File: src/rtl/reflet_pwm_capture.sv
// PWM capture: measures period and high time of an asynchronous line in clk cycles.
// Optional glitch filter enabled by defining REFLET_PWM_CAPTURE_GLITCH_FILTER_EN.
module reflet_pwm_capture #(
  parameter int WIDTH = 8
) (
  input  logic             clk,
  input  logic             reset,
  input  logic             enable,
  input  logic             in,
  output logic [WIDTH-1:0] period,
  output logic [WIDTH-1:0] high_time,
  output logic             valid,
  output logic             stuck
);

  localparam logic [WIDTH-1:0] SAT  = {WIDTH{1'b1}};
  localparam logic [WIDTH-1:0] ZERO = {WIDTH{1'b0}};
  localparam logic [WIDTH-1:0] ONE  = {{(WIDTH-1){1'b0}}, 1'b1};

  typedef enum logic {
    IDLE    = 1'b0,
    MEASURE = 1'b1
  } state_t;

  function automatic logic [WIDTH-1:0] sat_inc(input logic [WIDTH-1:0] v);
    if (v == SAT) begin
      return SAT;
    end else begin
      return v + ONE;
    end
  endfunction

  logic             sync1_r;
  logic             sync2_r;
  logic             line_d_r;
  logic             line_s;
  logic             rise_s;
  logic [WIDTH-1:0] pcnt_r;
  logic [WIDTH-1:0] hcnt_r;
  state_t           state_r;
  state_t           state_next_s;
  logic             pub_meas_s;
  logic             pub_timeout_s;
  logic [WIDTH-1:0] period_r;
  logic [WIDTH-1:0] high_time_r;
  logic             valid_r;
  logic             stuck_r;

`ifdef REFLET_PWM_CAPTURE_GLITCH_FILTER_EN
  logic s_d1_r;
  logic s_d2_r;

  // History of the synchronized line used by the filter
  always_ff @(posedge clk or negedge reset) begin
    if (!reset) begin
      s_d1_r <= 1'b0;
      s_d2_r <= 1'b0;
    end else begin
      s_d1_r <= sync2_r;
      s_d2_r <= s_d1_r;
    end
  end

  // Filtered line follows s only after three equal samples; line_d_r holds its previous value
  always_comb begin
    line_s = line_d_r;
    if ((sync2_r == s_d1_r) && (s_d1_r == s_d2_r)) begin
      line_s = sync2_r;
    end else begin
      line_s = line_d_r;
    end
  end
`else
  // Unfiltered: measure the synchronized line directly
  always_comb begin
    line_s = sync2_r;
  end
`endif

  // Synchronizer and edge-detect delay keep running regardless of enable
  always_ff @(posedge clk or negedge reset) begin
    if (!reset) begin
      sync1_r  <= 1'b0;
      sync2_r  <= 1'b0;
      line_d_r <= 1'b0;
    end else begin
      sync1_r  <= in;
      sync2_r  <= sync1_r;
      line_d_r <= line_s;
    end
  end

  // Rising edge of the measured line
  always_comb begin
    rise_s = line_s & ~line_d_r;
  end

  // Period and high-time counters, saturating so a dead line cannot wrap
  always_ff @(posedge clk or negedge reset) begin
    if (!reset) begin
      pcnt_r <= ZERO;
      hcnt_r <= ZERO;
    end else if (!enable) begin
      pcnt_r <= ZERO;
      hcnt_r <= ZERO;
    end else if (rise_s) begin
      pcnt_r <= ONE;
      hcnt_r <= ONE;
    end else begin
      pcnt_r <= sat_inc(pcnt_r);
      if (line_s) begin
        hcnt_r <= sat_inc(hcnt_r);
      end else begin
        hcnt_r <= hcnt_r;
      end
    end
  end

  // FSM state register; armed == MEASURE
  always_ff @(posedge clk or negedge reset) begin
    if (!reset) begin
      state_r <= IDLE;
    end else if (!enable) begin
      state_r <= IDLE;
    end else begin
      state_r <= state_next_s;
    end
  end

  // FSM next state: an edge arms, a timeout disarms
  always_comb begin
    state_next_s = state_r;
    case (state_r)
      IDLE: begin
        if (rise_s) begin
          state_next_s = MEASURE;
        end else begin
          state_next_s = IDLE;
        end
      end
      MEASURE: begin
        if (!rise_s && (pcnt_r == SAT)) begin
          state_next_s = IDLE;
        end else begin
          state_next_s = MEASURE;
        end
      end
      default: state_next_s = IDLE;
    endcase
  end

  // FSM outputs: an edge beats a simultaneous timeout
  always_comb begin
    pub_meas_s    = 1'b0;
    pub_timeout_s = 1'b0;
    case (state_r)
      IDLE: begin
        pub_meas_s    = 1'b0;
        pub_timeout_s = 1'b0;
      end
      MEASURE: begin
        if (!enable) begin
          pub_meas_s    = 1'b0;
          pub_timeout_s = 1'b0;
        end else if (rise_s) begin
          pub_meas_s    = 1'b1;
        end else if (pcnt_r == SAT) begin
          pub_timeout_s = 1'b1;
        end else begin
          pub_meas_s    = 1'b0;
          pub_timeout_s = 1'b0;
        end
      end
      default: begin
        pub_meas_s    = 1'b0;
        pub_timeout_s = 1'b0;
      end
    endcase
  end

  // Published results; held between updates and while disabled
  always_ff @(posedge clk or negedge reset) begin
    if (!reset) begin
      period_r    <= ZERO;
      high_time_r <= ZERO;
      valid_r     <= 1'b0;
      stuck_r     <= 1'b0;
    end else begin
      valid_r <= pub_meas_s | pub_timeout_s;
      if (pub_meas_s) begin
        period_r    <= pcnt_r;
        high_time_r <= hcnt_r;
        stuck_r     <= 1'b0;
      end else if (pub_timeout_s) begin
        period_r    <= ZERO;
        high_time_r <= line_s ? SAT : ZERO;
        stuck_r     <= 1'b1;
      end else begin
        period_r    <= period_r;
        high_time_r <= high_time_r;
        stuck_r     <= stuck_r;
      end
    end
  end

  assign period    = period_r;
  assign high_time = high_time_r;
  assign valid     = valid_r;
  assign stuck     = stuck_r;

endmodule

File: config.mk
export PLATFORM = sky130hd
export DESIGN_NAME = reflet_pwm_capture
export DESIGN_NICKNAME = d
export VERILOG_FILES = /design/src/rtl/reflet_pwm_capture.sv
export SDC_FILE = /design/constraint.sdc
export NUM_CORES = 1
export LEC_CHECK = 0
export CAP_MARGIN = 20
export CORE_MARGIN = 5
export CORE_UTILIZATION = 51
export DETAILED_ROUTE_END_ITERATION = 10
export PLACE_DENSITY = 0.74
export SLEW_MARGIN = 10
export SYNTH_ARGS = -nofsm -noshare
export SYNTH_HDL_FRONTEND = slang
export SYNTH_SLANG_ARGS = --single-unit
File: constraint.sdc
create_clock -name clk -period 3.6 [get_ports clk]
set_clock_uncertainty 0.05 [all_clocks]
set_input_delay 0.72 -clock clk [delete_from_list [all_inputs] [get_ports clk]]
set_output_delay 0.72 -clock clk [all_outputs]
set_load 0.005 [all_outputs]
== After elaboration in Yosys (flattened, before gate mapping) ==
Index checks and enable logic that the tools add are counted.
Cells by class
  reductions and logical operators: 3
  shifts and indexed selects: 0
  multiplexer cells: 24
  magnitude comparators: 0
  add/subtract/negate cells: 2
  eq/ne operators: 3
  div/mod/pow operators: 0
  multiply operators: 0
  bitwise gates (word level): 4
Operators by type and width (number)
  $mux W8: 12
  $add A8 B1 Y8 const B: 2
  $eq A8 B8 Y1 const B: 2
  $mux W1: 9
  $pmux W1 S2: 3
  $ne A3 B1 Y1 const B: 1
  $not A1 Y1: 2
  $reduce_bool A2 Y1: 1
  $and A1 B1 Y1: 1
  $logic_and A1 B1 Y1: 1
  $logic_not A1 Y1: 1
  $or A1 B1 Y1: 1
Word-level totals
  ROM bits: 0
  register bits after elaboration: 38
  RAM bits: 0
  latch bits: 0
  memories: 0
  output and inout port bits: 18

== Depth between registers and ports, before layout ==
Gate-level depths: netlist of run 1.
  depth after elaboration: 7
  gate-level depth with buffers: 5
  mapped depth without buffers: 4

== Worst setup path after synthesis of run 1 ==
No wires, ideal clock.
  path kind: input-to-reg
  from: input port enable
  to: register hcnt_r[7]
  setup slack: 1.780 ns
  cell stages on the path: 4
  data arrival time: 1.667 ns
  cell sequence: buf_4 -> nand3_1 -> or4_1 -> a221oi_1
Between the ends
  word-level cells in the longest chain between the ends: 1
RTL lines
  start: declaration: RTL line 8  | input logic enable,
  $ne A3 B1 Y1 (no line) or $mux W8 (tied branches)
  end signal: assignment: RTL line 112  | hcnt_r <= sat_inc(hcnt_r);
  end signal: assignment: RTL line 114  | hcnt_r <= hcnt_r;
  end: declaration: RTL line 39  | logic [WIDTH-1:0] hcnt_r;
Parallel ways exist; a longest one is shown, timed or not.
A chain may end at the register's enable or synchronous reset.

== Final worst setup path of run 1 ==
  from: input port enable
  to: register high_time_r[4] (netlist: high_time[4])
Between the ends
  word-level cells in the longest chain between the ends: 3
RTL lines
  $mux W1: RTL line 162  | if (!enable) begin
  $pmux W1 S2: RTL line 156  | case (state_r)
  $mux W8 or $reduce_bool A2 Y1 (tied branches)
  end signal: assignment: RTL line 192  | high_time_r <= hcnt_r;
  end signal: assignment: RTL line 196  | high_time_r <= line_s ? SAT : ZERO;
  end signal: assignment: RTL line 200  | high_time_r <= high_time_r;
  end: declaration: RTL line 45  | logic [WIDTH-1:0] high_time_r;
Parallel ways exist; a longest one is shown, timed or not.

==> flow_summary_export.csv, run 1 <==
group,metric,value,unit
timing,relSlewSlack,45.9,%
routing,postRouteAntennaNets,0,
synth,ys_seq_elements,38,
timing,min_period,2.32,ns
synth,synth_cells,163,
synth,ys_seq_area_share,52.1,%
timing,hold_slack,0.311,ns
setup_path,cp_max_fo,13,
routing,drtIter0Drc,137,
clock_tree,cts_buffers,5,
die,die_w,69.8,um
finish,nets,189,
die,initial_core_util,53.9,%
die,dieArea,4880,um^2
clock_tree,cts_setup_buffers,0,
setup_path,crit_arrival,2.50,ns
routing,detail_route.first_pass.iterations,4,
clock_tree,cts.repair.resized,0,
clock_tree,clock_path_buffers,2,
pwr,ir_drop,221,uV
setup_path,critical_path_required,3.78,ns
timing,rsz0062_at_grt,"no",
timing,fmax,0.430,GHz
routing,wl_per_cell,16.6,um
global_route,grt_max_degree,39,
synth,synth_edf_count,0,
finish,drive_gt1_share,7.14,%
global_route,antenna_found_initial,0,
setup_path,crit_type,"in2reg",
synth,synth_cell_types,51,
routing,routed_wl,3800,um
clock_tree,postCtsHoldBufs,0,
timing,hold_violations,0,
timing,fin_setup_tns,0,ns
job,drv_cap,0,
run_status,status,"finished clean",
finish,syn2layout_area_growth,14.9,%
synth,yosys.area.top_type,"dfrtp_1",
timing,setup_viol,0,
routing,vias,1426,
die,chipHeight,69.8,um
finish,layout_commonest_cell,"dfrtp_1",
synth,synthArstFlopShare,100,%
timing,worst-slew-pin-transition,0.811,ns
routing,route.detailed.drc,0,
clock_tree,path_clk_slew,0.10,ns
global_route,first_global_vias,1332,
global_route,gr-total-overflow,0,
place,portBuffers,21,
clock_tree,cts_sinks,38,
synth,ys_top_cells_by_area,"dfrtp_1, o211a_1, a22o_1",
place,hpwl,2630,um
pwr,p_per_area,347,nW/um^2
timing,fin_crit_sh,64.5,%
synth,synth_nets,169,
synth,synth_top_area_share,52.1,%
synth,synthFlopType,"dfrtp_1",
die,ios,22,
pwr,p_leak,0.977,nW
setup_path,cp-start-kind,"primary input",
global_route,grt_pass1_wl,6450,um
finish,diodes,0,
setup_path,crit_path_end_kind,"register",
place,gp_congestion,0.846,
clock_tree,clk_latency,0.34,ns
timing,maxSlewViolCount,0,
routing,via_per_inst,6.25,
clock_tree,root_buffer,"clkbuf_4",
synth,yosysWarnings,0,
global_route,grtUsageTotal,16.4,%
die,core,3390,um^2
clock_tree,ctsHtreeMaxLevel,2,
synth,avgSynthCellArea,11.2,um^2
hold_path,min_path_type,"reg2reg",
die,rows,21,
clock_tree,cts_tree,"yes",
synth,netlist_area,1830,um^2
finish,layout_common_cells,"dfrtp_1, clkdlybuf4s50_1, a21oi_1",
pwr,power.total,0.727,mW
layout make-up:
| type | count | area, um^2 |
|---|---|---|
| multi-input combinational | 114 | 821 |
| timing repair buffer | 21 | 205 |
| tap | 46 | 57.6 |
| sequential | 38 | 951 |
| clock buffer | 6 | 51.3 |
| inverter | 3 | 11.3 |
| fill | 287 | 1290 |
kinds of logic after synthesis:
logic type / synth area share, %
AOI/OAI and AO/OA: 27.3
and+or+nand+nor: 15.3
DFF: 52.1
buffers and inverters: 2.95
xor gates and xnor gates: 0.960
adders and majority gates: 1.37
sequential cells by signal, indices dropped and copies added, names as in the netlist, 8 cells and up:
signal,flops
period,8
pcnt_r,8
high_time,8
hcnt_r,8
metal layers:
| metal | up-vias | global-route usage [%] | wire [um] | part of all wire [%] |
|---|---|---|---|---|
| li1 | 682 | - | - | - |
| met5 | - | 0 | 0 | 0 |
| met3 | 5 | 4.49 | 200 | 5.3 |
| met2 | 40 | 23.8 | 1660 | 44 |
| met4 | 0 | 5.74 | 43 | 1.1 |
| met1 | 699 | 23.5 | 1890 | 50 |
critical path, stage by stage:
cell	delay (ns)
clkdlybuf4s50_1	0.72
nand2_1	0.34
or4_4	0.56
o211a_1	0.16
power breakdown:
group / total [mW] / leakage, nW / internal, mW / switching (mW)
clock network: 0.214 / 0.0302 / 0.0880 / 0.126
registers: 0.453 / 0.493 / 0.438 / 0.0147
logic: 0.0600 / 0.455 / 0.0285 / 0.0315
synthesized netlist by cell type, types with 2 or more instances:
| master | n |
|---|---|
| o21a_1 | 2 |
| ha_1 | 2 |
| a31oi_1 | 3 |
| and3_1 | 4 |
| nor2_1 | 3 |
| o21ai_0 | 6 |
| o22a_1 | 7 |
| a21o_1 | 8 |
| clkbuf_1 | 4 |
| nor3_1 | 3 |
| inv_1 | 3 |
| dfrtp_1 | 38 |
| a22o_1 | 8 |
| nand2b_1 | 2 |
| a21boi_0 | 2 |
| nand2_1 | 7 |
| a21oi_1 | 10 |
| nand4_1 | 2 |
| nand3_1 | 8 |
| o211a_1 | 8 |
| and3_2 | 2 |
| o211ai_1 | 2 |
path summary, 6_finish.rpt:
kind	startpoint	to	slack, ns	cells after the start
max	enable	high_time[4]	1.28	4
min	sync1_r	line_s	0.31	0
max reg2reg	pcnt_r[0]	high_time[4]	1.70	4
min reg2reg	sync1_r	line_s	0.31	0
max in group asynchronous	reset	high_time[2]	2.57	1
min in group asynchronous	reset	hcnt_r[4]	0.41	1
metrics by stage:
stage	std cells	cell area (um^2)	setup slack (ns)	utilization [%]
6_report	228	2100	1.28	61.9
5_1_grt	228	2100	1.16	61.9
4_1_cts	228	2100	1.32	61.9
3_5_place_dp	222	2050	0.957	60.4
3_3_place_gp	222	2050	1.05	60.4
2_1_floorplan	163	1830	1.78	-
(Power assumes the default switching activity.)
==> inputs of run 2 (changes only) <==
Settings changed: CORE_UTILIZATION 51 to 49.
Clock period 3.6 ns to 1.97 ns, I/O delays scaled along.
==> run 2 against run 1 <==
- via count is 3.9% higher
- utilization down 0.13 points
- worst hold slack got worse by 0.23 ns
- first-iteration DRC count fell by 43%
==> flow_summary_export.csv, run 2 (synthesis gave the netlist of run 1 again) <==
group,metric,value,unit
clock_tree,cts_sinks,38,
finish,regArea,951,um^2
global_route,grtUsageTotal,17.9,%
setup_path,crit_type,"reg2reg",
job,drv_cap,0,
clock_tree,cts.repair.resized,0,
place,preCtsSetupSlack,0.0376,ns
run_status,status,"finished clean",
clock_tree,clk_latency,0.29,ns
clock_tree,clock_path_buffers,2,
finish,diodes,0,
routing,route.detailed.drc,0,
place,hpwl,2910,um
global_route,grt_pass1_wl,7190,um
clock_tree,path_clk_slew,0.07,ns
setup_path,crit_path_end_kind,"register",
setup_path,cp-start-kind,"register",
clock_tree,postCtsHoldBufs,0,
die,rows,22,
die,dieArea,5050,um^2
finish,syn2layout_area_growth,22.9,%
timing,relSlewSlack,69.0,%
timing,fin_crit_sh,86.3,%
die,ios,22,
pwr,ir_drop,505,uV
setup_path,crit_arrival,1.82,ns
global_route,grt_max_degree,39,
routing,drtIter0Drc,78,
finish,layout_commonest_cell,"dfrtp_1",
timing,setup_ws,0.270,ns
timing,setup_viol,0,
routing,routed_wl,4030,um
finish,drive_gt1_share,12.9,%
routing,vias,1481,
pwr,p_leak,1.06,nW
global_route,use_met2,30.0,%
clock_tree,root_buffer,"clkbuf_8",
finish,finish.utilization,61.7,%
routing,via_per_inst,6.12,
finish,multi_input_area,821,um^2
clock_tree,ctsHtreeMaxLevel,2,
timing,hold_violations,0,
finish,nets,200,
setup_path,critical_path_required,2.09,ns
setup_path,cp_max_fo,8,
clock_tree,cts_buffers,5,
routing,postRouteAntennaNets,0,
global_route,met3_usage,5.82,%
clock_tree,cts_tree,"yes",
die,chipHeight,71.0,um
timing,rsz0062_at_grt,"no",
pwr,p_per_area,720,nW/um^2
finish,fillerInstances,312,
global_route,first_global_vias,1583,
finish,layout_common_cells,"dfrtp_1, clkdlybuf4s50_1, buf_4",
global_route,busiest_layer,"met2",
die,die_w,71.0,um
die,core,3630,um^2
global_route,grt_use_met1,22.0,%
global_route,gr-total-overflow,0,
timing,fmax,0.588,GHz
clock_tree,cts_setup_buffers,0,
global_route,antenna_found_initial,0,
routing,wl_per_cell,16.6,um
hold_path,min_path_type,"in2async",
place,gp_congestion,0.853,
place,portBuffers,21,
timing,min_period,1.70,ns
routing,detail_route.first_pass.iterations,4,
timing,worst-slew-pin-transition,0.464,ns
die,initial_core_util,50.2,%
timing,fin_setup_tns,0,ns
timing,maxSlewViolCount,0,
-- run 2: area by class of cell --
| cell class | instances | share of cell area [%] |
|---|---|---|
| flip-flops and latches | 38 | 42.4 |
| multi-input cells | 114 | 36.6 |
| repair buffers | 32 | 12.8 |
| clock buffers | 6 | 3.68 |
| well taps | 48 | 2.68 |
| clock inverters | 1 | 1.34 |
| inverters | 3 | 0.502 |
-- run 2: path summary, 6_finish.rpt --
kind / slack (ns) / startpoint / to / cells past startpoint
max in group asynchronous: 1.45 / reset / high_time[2] / 2
worst max register to register: 0.27 / pcnt_r[1] / high_time[2] / 4
min in group clk: 0.31 / sync1_r / line_s / 0
worst min-delay path: 0.08 / reset / hcnt_r[1] / 2
worst min register to register: 0.31 / sync1_r / line_s / 0
worst max-delay path: 0.27 / pcnt_r[1] / high_time[2] / 4
-- run 2: per-stage QoR --
step | area (um^2) | hold slack (ns) | instances | total power, mW
2_1_floorplan | 1830 | 0.0484 | 163 | 0.897
3_3_place_gp | 2130 | 0.289 | 235 | 0.965
3_5_place_dp | 2130 | 0.286 | 235 | 0.969
4_1_cts | 2240 | 0.103 | 242 | 1.63
5_1_grt | 2240 | 0.146 | 242 | 1.67
6_report | 2240 | 0.0843 | 242 | 1.61
-- run 2: report_power, final --
group / internal [mW] / switching (mW) / leakage, nW
Clock: 0.405 / 0.257 / 0.0573
Sequential: 0.801 / 0.0228 / 0.493
Combinational: 0.0637 / 0.0661 / 0.506
Total: 1.27 / 0.345 / 1.06
-- run 2: metal layers --
layer  up-vias  part of all wire [%]
li1        695                     -
met1       745                    45
met2        39                    49
met3         2                   5.1
met4         0                  0.37
met5         -                     0
-- run 2: critical path, cell delays in order (launching register included) --
cell,delay (ns)
dfrtp_1,0.42
ha_1,0.25
nand4_4,0.12
or4_4,0.59
o211a_1,0.16
==> inputs of run 3 (changes only) <==
Settings changed: ABC_CLOCK_PERIOD_IN_PS set to 1970, SLEW_MARGIN 10 to not set.
==> results of run 3 <==
No change in the layout: final DEF, timing and power equal those of run 2.
